**src/rtl/sumador_serial.sv**
```systemverilog
// Bit-serial adder: one full-adder stage walks both operands LSB first,
// recirculating its carry, and publishes the WIDTH-bit result with carry/overflow flags.
module sumador_serial #(
  parameter int WIDTH = 8
) (
  input  logic             Clk,
  input  logic             Reset,
  input  logic             Start,
  input  logic [WIDTH-1:0] OperandA,
  input  logic [WIDTH-1:0] OperandB,
  input  logic             CarryIn,
  output logic             Busy,
  output logic             Done,
  output logic [WIDTH-1:0] Sum,
  output logic             CarryOut,
  output logic             Overflow
);

  localparam int CNT_W = $clog2(WIDTH);
  localparam logic [CNT_W-1:0] LAST = CNT_W'(WIDTH - 1);

  typedef enum logic [1:0] {
    IDLE = 2'd0,
    ADD  = 2'd1,
    DONE = 2'd2
  } state_t;

  state_t state, state_nxt;

  logic [WIDTH-1:0] opa_p0;
  logic [WIDTH-1:0] opb_p0;
  logic [WIDTH-1:0] acc_p0;
  logic             carry_p0;
  logic [CNT_W-1:0] cnt_p0;

  logic [1:0] fa;
  logic       last_bit;

  // Returns {carry, sum} of a single-bit full adder.
  function automatic logic [1:0] full_add(input logic a, input logic b, input logic c);
    full_add = {(a & b) | (a & c) | (b & c), a ^ b ^ c};
  endfunction

  assign fa       = full_add(opa_p0[0], opb_p0[0], carry_p0);
  assign last_bit = (cnt_p0 == LAST);

  always_comb begin
    state_nxt = state;
    Busy      = 1'b0;
    Done      = 1'b0;
    case (state)
      IDLE: begin
        if (Start) state_nxt = ADD;
      end
      ADD: begin
        Busy = 1'b1;
        if (last_bit) state_nxt = DONE;
      end
      DONE: begin
        Busy      = 1'b1;
        Done      = 1'b1;
        state_nxt = IDLE;
      end
      default: state_nxt = IDLE;
    endcase
  end

  always_ff @(posedge Clk) begin
    if (Reset) begin
      state    <= IDLE;
      opa_p0   <= '0;
      opb_p0   <= '0;
      acc_p0   <= '0;
      carry_p0 <= 1'b0;
      cnt_p0   <= '0;
      Sum      <= '0;
      CarryOut <= 1'b0;
      Overflow <= 1'b0;
    end else begin
      state <= state_nxt;
      // Stage 0: operand capture on the accepting edge
      if (state == IDLE && Start) begin
        opa_p0   <= OperandA;
        opb_p0   <= OperandB;
        carry_p0 <= CarryIn;
        cnt_p0   <= '0;
      end
      // Stage 1: one bit pair per edge, sum bits enter the accumulator at the MSB
      if (state == ADD) begin
        opa_p0   <= opa_p0 >> 1;
        opb_p0   <= opb_p0 >> 1;
        acc_p0   <= {fa[0], acc_p0[WIDTH-1:1]};
        carry_p0 <= fa[1];
        cnt_p0   <= cnt_p0 + 1'b1;
        // carry_p0 still holds the carry into the MSB on this edge
        if (last_bit) begin
          Sum      <= {fa[0], acc_p0[WIDTH-1:1]};
          CarryOut <= fa[1];
          Overflow <= carry_p0 ^ fa[1];
        end
      end
    end
  end

endmodule

```
**config.mk**
```make
export PLATFORM = sky130hd
export DESIGN_NAME = sumador_serial
export DESIGN_NICKNAME = d
export VERILOG_FILES = /design/src/rtl/sumador_serial.sv
export SDC_FILE = /design/constraint.sdc
export NUM_CORES = 1
export LEC_CHECK = 0
export CAP_MARGIN = 0
export CORE_MARGIN = 8
export CORE_UTILIZATION = 45
export DETAILED_ROUTE_END_ITERATION = 10
export PLACE_DENSITY = 0.7
export RECOVER_POWER = 100
export SLEW_MARGIN = 10
export SYNTH_ARGS = -nofsm -noshare
export SYNTH_HDL_FRONTEND = slang
export SYNTH_SLANG_ARGS = --single-unit
export TNS_END_PERCENT = 10
```
**constraint.sdc**
```tcl
create_clock -name Clk -period 1.5 [get_ports Clk]
set_input_delay 0.375 -clock Clk [delete_from_list [all_inputs] [get_ports Clk]]
set_output_delay 0.375 -clock Clk [all_outputs]
set_load 0.02 [all_outputs]
```
**Word level (Yosys, flattened, before mapping)**

Cells that the tools add are included.

- Bits in registers: 40
- Latch bits: 0
- Memory bits (writable): 0
- ROM bits: 0
- Bits of input ports: 20
- Output and inout port bits: 12
- Logic and storage cells: 45
- Memories kept: 0

- Add/subtract/negate cells: 1
- Multipliers: 0
- Divide/modulo/power cells: 0
- Magnitude comparators: 0
- Equality and inequality tests: 5
- Shift-type cells: 0
- Multiplexer cells: 13
- Bitwise logic cells: 8
- Reduce and logical (&&, ||, !) cells: 7

Operators by type and width:

| cell | number |
|---|---|
| $mux W7 | 4 |
| $mux W3 | 2 |
| $mux W1 | 4 |
| $mux W2 | 2 |
| $ne A2 B2 Y1 const B | 2 |
| $pmux W2 S2 | 1 |
| $reduce_and A2 Y1 | 2 |
| $reduce_or A2 Y1 | 2 |
| $add A3 B1 Y3 const B | 1 |
| $and A1 B1 Y1 | 3 |
| $eq A3 B3 Y1 const B | 1 |
| $xor A1 B1 Y1 | 3 |
| $eq A2 B1 Y1 const B | 1 |
| $eq A2 B2 Y1 const B | 1 |
| $logic_not A2 Y1 | 1 |
| $or A1 B1 Y1 | 2 |
| $reduce_bool A2 Y1 | 1 |
| $logic_and A1 B1 Y1 | 1 |

**Longest topological paths before layout**

- Word-level depth: 4
- Depth in mapped cells: 7
- Gate-level depth less buffers: 5

**Worst setup path before layout**

OpenSTA, ideal clock, no wires.

- Kind: reg-to-reg
- Start point: register state[0]
- End point: register opa_p0[2]
- Arrival: 1286 ps
- Data required time: 1378 ps
- Slack: 92 ps
- Stages on the path, launching flop included: 7
- Path buffers: 1
- Period minus slack after synthesis: 1408 ps
- Cell sequence: dfxtp_1 inv_1 ha_1 buf_4 and3_1 a211oi_1 nor3_1

- Cells in the longest elaborated chain, start to end: 3

RTL lines:

| element | line | source |
|---|---|---|
| from (decl) | 28 | `state_t state, state_nxt;` |
| from (signal assigned) | 80 | `state <= state_nxt;` |
| $logic_not A2 Y1 | 82 | `if (state == IDLE && Start) begin` |
| $logic_and A1 B1 Y1 | 82 |  |
| $reduce_bool A2 Y1 (no source line) | -- |  |
| to (signal assigned) | 83 | `opa_p0 <= OperandA;` |
| to (signal assigned) | 90 | `opa_p0 <= opa_p0 >> 1;` |
| to (decl) | 30 | `logic [WIDTH-1:0] opa_p0;` |

Several ways; a longest one is shown, not always the timed one.
A chain may end at the register's enable or synchronous reset.

**Final worst setup path**

- Start point: register state[0]
- End point: output Done

- Cells in the longest elaborated chain, start to end: 2

RTL lines:

| element | line | source |
|---|---|---|
| $eq A2 B2 Y1 | 51 | `case (state)` |
| $mux W1 | 51 |  |
| to (decl) | 13 | `output logic Done,` |

Every way passes these cells.

==> results.sh <==
export IMPL_status="complete, no violations"
export IMPL_routed_wl_met3_um=228
export IMPL_synth_top_area_share=0.4457
export IMPL_ff_latch_area_um2=782.0
export IMPL_cp_cell_sequence="inv_1, buf_4, ha_4, buf_6"
export IMPL_maxCapViolCount=0
export IMPL_clk_pin_slew_worst_paths_ns=0.07
export IMPL_route_met2_wl_mm=1.768
export IMPL_row_count=22
export IMPL_overflow=0
export IMPL_top_layer_used="met4"
export IMPL_syn_area_per_cell_um2=9.171
export IMPL_yosys_warnings=0
export IMPL_cts_sinks=39
export IMPL_finalClockSkew_ns=0.005955
export IMPL_drive_gt1_frac=0.1974
export IMPL_numCtsBuffers=5
export IMPL_numPortBuffers=31
export IMPL_syn_nets=219
export IMPL_yosysTopAreaCell="dfxtp_1"
export IMPL_tightest_slew_ns=0.2791
export IMPL_slew_viol_final=0
export IMPL_die_y_um=78.39
export IMPL_synth_seq_cells=39
export IMPL_cpPeakStageDelay_ns=0.33
export IMPL_grt_use_total=0.1237
export IMPL_grt_max_degree=38
export IMPL_crit_required_ns=1.12
export IMPL_grt_pass1_vias=1434
export IMPL_fmax_mhz=680.2
export IMPL_clk_path_buf_depth=2
export IMPL_num_fill_cells=330
export IMPL_cpLargestDelayFamily="flip-flops"
export IMPL_wl_met1_mm=1.714
export IMPL_power_density_nw_per_um2=1607
export IMPL_syn_cell_area_um2=1752
export IMPL_tns_ns=0
export IMPL_synthCells=191
export IMPL_area_growth_pct=33.50
export IMPL_path_class="reg -> out"
export IMPL_antenna_found_initial=0
export IMPL_cts_max_level=2
export IMPL_nNetsFinal=260
export IMPL_coreArea_um2=3716
export IMPL_seq_area_frac_synth=0.4457
export IMPL_ioPinCount=32
export IMPL_cts_root_buf="clkbuf_8"
export IMPL_die_x_um=78.39
export IMPL_period_share=0.9802
export IMPL_grt_pass1_wl_mm=6.320
export IMPL_period_needed_ns=1.470
export IMPL_wl_per_cell_um=13.37
export IMPL_finalHoldViolations=0
export IMPL_multi_input_area_um2=928.4
export IMPL_cts_tree="yes"
export IMPL_drt_vias_per_instance=5.171
export IMPL_dr_pass1_iters=4
export IMPL_startpoint_type="register"
export IMPL_die_area_um2=6145
export IMPL_crit_arrival_ns=1.10
export IMPL_yosys_top_cells_area="dfxtp_1 (45%), mux2i_1 (6.9%), a211oi_1 (6.4%)"
export IMPL_wl_mm=3.756
export IMPL_ant_nets=0
export IMPL_ys_types=26
export IMPL_diodes=0
export IMPL_grt_setup_unrepaired="yes"
export IMPL_max_vdd_ir_drop_v=0.0009909
export IMPL_slew_headroom=0.8135
export IMPL_hp_class="reg -> reg"
export IMPL_gp_congestion=0.7364
export IMPL_crit_fanout=2
export IMPL_initial_core_util=0.4714
export IMPL_crit_slowest_cell="dfxtp_2"
export IMPL_clock_latency_ns=0.29
export IMPL_cp_num_buf_inv=3
export IMPL_power_total_mw=3.757
export IMPL_crit_path_end_kind="primary output"
export IMPL_hpwl_mm=2.639
export IMPL_setup_viol=0
export IMPL_postCtsHoldBufs=0
export IMPL_drc_errors=0
export IMPL_vias=1453
export IMPL_p_leak_nw=0.9799
export IMPL_drtIter0Drc=118
-- power by group --
group | switching, mW | internal [mW] | total (mW)
registers | 0.149 | 1.26 | 1.41
logic | 0.719 | 0.736 | 1.46
clock network | 0.354 | 0.538 | 0.892
-- cells in the final DEF, fill, tap and decap left out, types with 2 or more instances in the layout --
| cell | count |
|---|---|
| nand2_1 | 21 |
| clkdlybuf4s50_1 | 19 |
| nor2_1 | 9 |
| nor2b_1 | 15 |
| dlygate4sd2_1 | 10 |
| dfxtp_1 | 38 |
| inv_1 | 4 |
| buf_4 | 9 |
| mux2i_1 | 12 |
| clkbuf_8 | 6 |
| a211oi_1 | 10 |
| clkbuf_2 | 3 |
| nor3_1 | 16 |
| and3_2 | 7 |
| ha_1 | 5 |
| buf_6 | 2 |
| nand2b_1 | 4 |
| nand3b_1 | 2 |
| a21oi_1 | 12 |
| a211oi_2 | 6 |
| buf_12 | 2 |
| and3_1 | 8 |
-- path summary, 6_finish.rpt --
kind         startpoint         to  slack [ns]  cells past startpoint
max            state[0]       Done        0.03                      4
min              Sum[1]     Sum[1]        0.45                      2
max reg2reg    state[1]  acc_p0[6]        0.08                      6
min reg2reg      Sum[1]     Sum[1]        0.45                      2
-- cell usage after synthesis, drive strengths merged --
library cell	count
a211oi	16
a21oi	12
a22oi	1
and2	1
and3	15
buf	12
clkbuf	1
dfxtp	39
fa	1
ha	7
inv	4
mux2i	12
nand2	22
nand2b	4
nand3b	2
nor2	9
nor2b	15
nor3	17
xnor2	1
-- state kept, by name (all words and copies together) (netlist names) --
register and count:
Overflow 1, state 2, cnt_p0 3, opa_p0 8, CarryOut 1, Sum 8
carry_p0 1, opb_p0 8, acc_p0 7
-- stage by stage --
step	instance area (um2)	hold slack (ns)	setup slack, ns	util	cells
5_1_grt	2338	0.4794	-0.02248	0.6293	281
4_1_cts	2295	0.4543	-0.05386	0.6175	281
3_3_place_gp	2197	0.4433	-0.1379	0.5912	273
3_5_place_dp	2197	0.4466	-0.2104	0.5912	273
6_report	2338	0.4517	0.02977	0.6293	281
2_1_floorplan	1752	0.4312	0.09181	-	191
-- metal layers --
metal  track usage  vias to the layer above
li1              -                      736
met1        0.1462                      678
met2        0.1997                       34
met3       0.03986                        5
met4       0.05556                        0
met5             0                        -
-- repair_timing --
action,in CTS,in global routing
setup buffers,0,0
endpoints found under the setup margin,15,15
gates resized for setup,20,12
-- worst register-to-register path, cell delays in order (launching register included) --
cell	delay [ns]
dfxtp_1	0.32
inv_1	0.07
buf_4	0.12
ha_2	0.25
clkbuf_2	0.27
mux2i_1	0.23
nor2_1	0.05
-- cell type report --
type                    instances  area share
well taps                      48     0.02568
clock inverters                 2     0.01498
multi-input cells             135      0.3970
repair buffers                 47      0.1862
clock buffers                   6     0.03531
inverters                       4    0.006421
flip-flops and latches         39      0.3344
-- cell families (layout without fill, tap and decap cells) --
kind of cell	after synthesis	in the layout	share of synthesized area
flip-flops	39	39	0.4457
buffers and inverters	17	59	0.04857
AND/OR/NAND/NOR	85	85	0.2579
XOR/XNOR	1	1	0.005001
multiplexers	12	12	0.06857
adder cells (fa/ha/maj)	8	8	0.06143
AO/OA/AOI/OAI	29	29	0.1129
No activity file was read; power rests on OpenSTA's default activity.
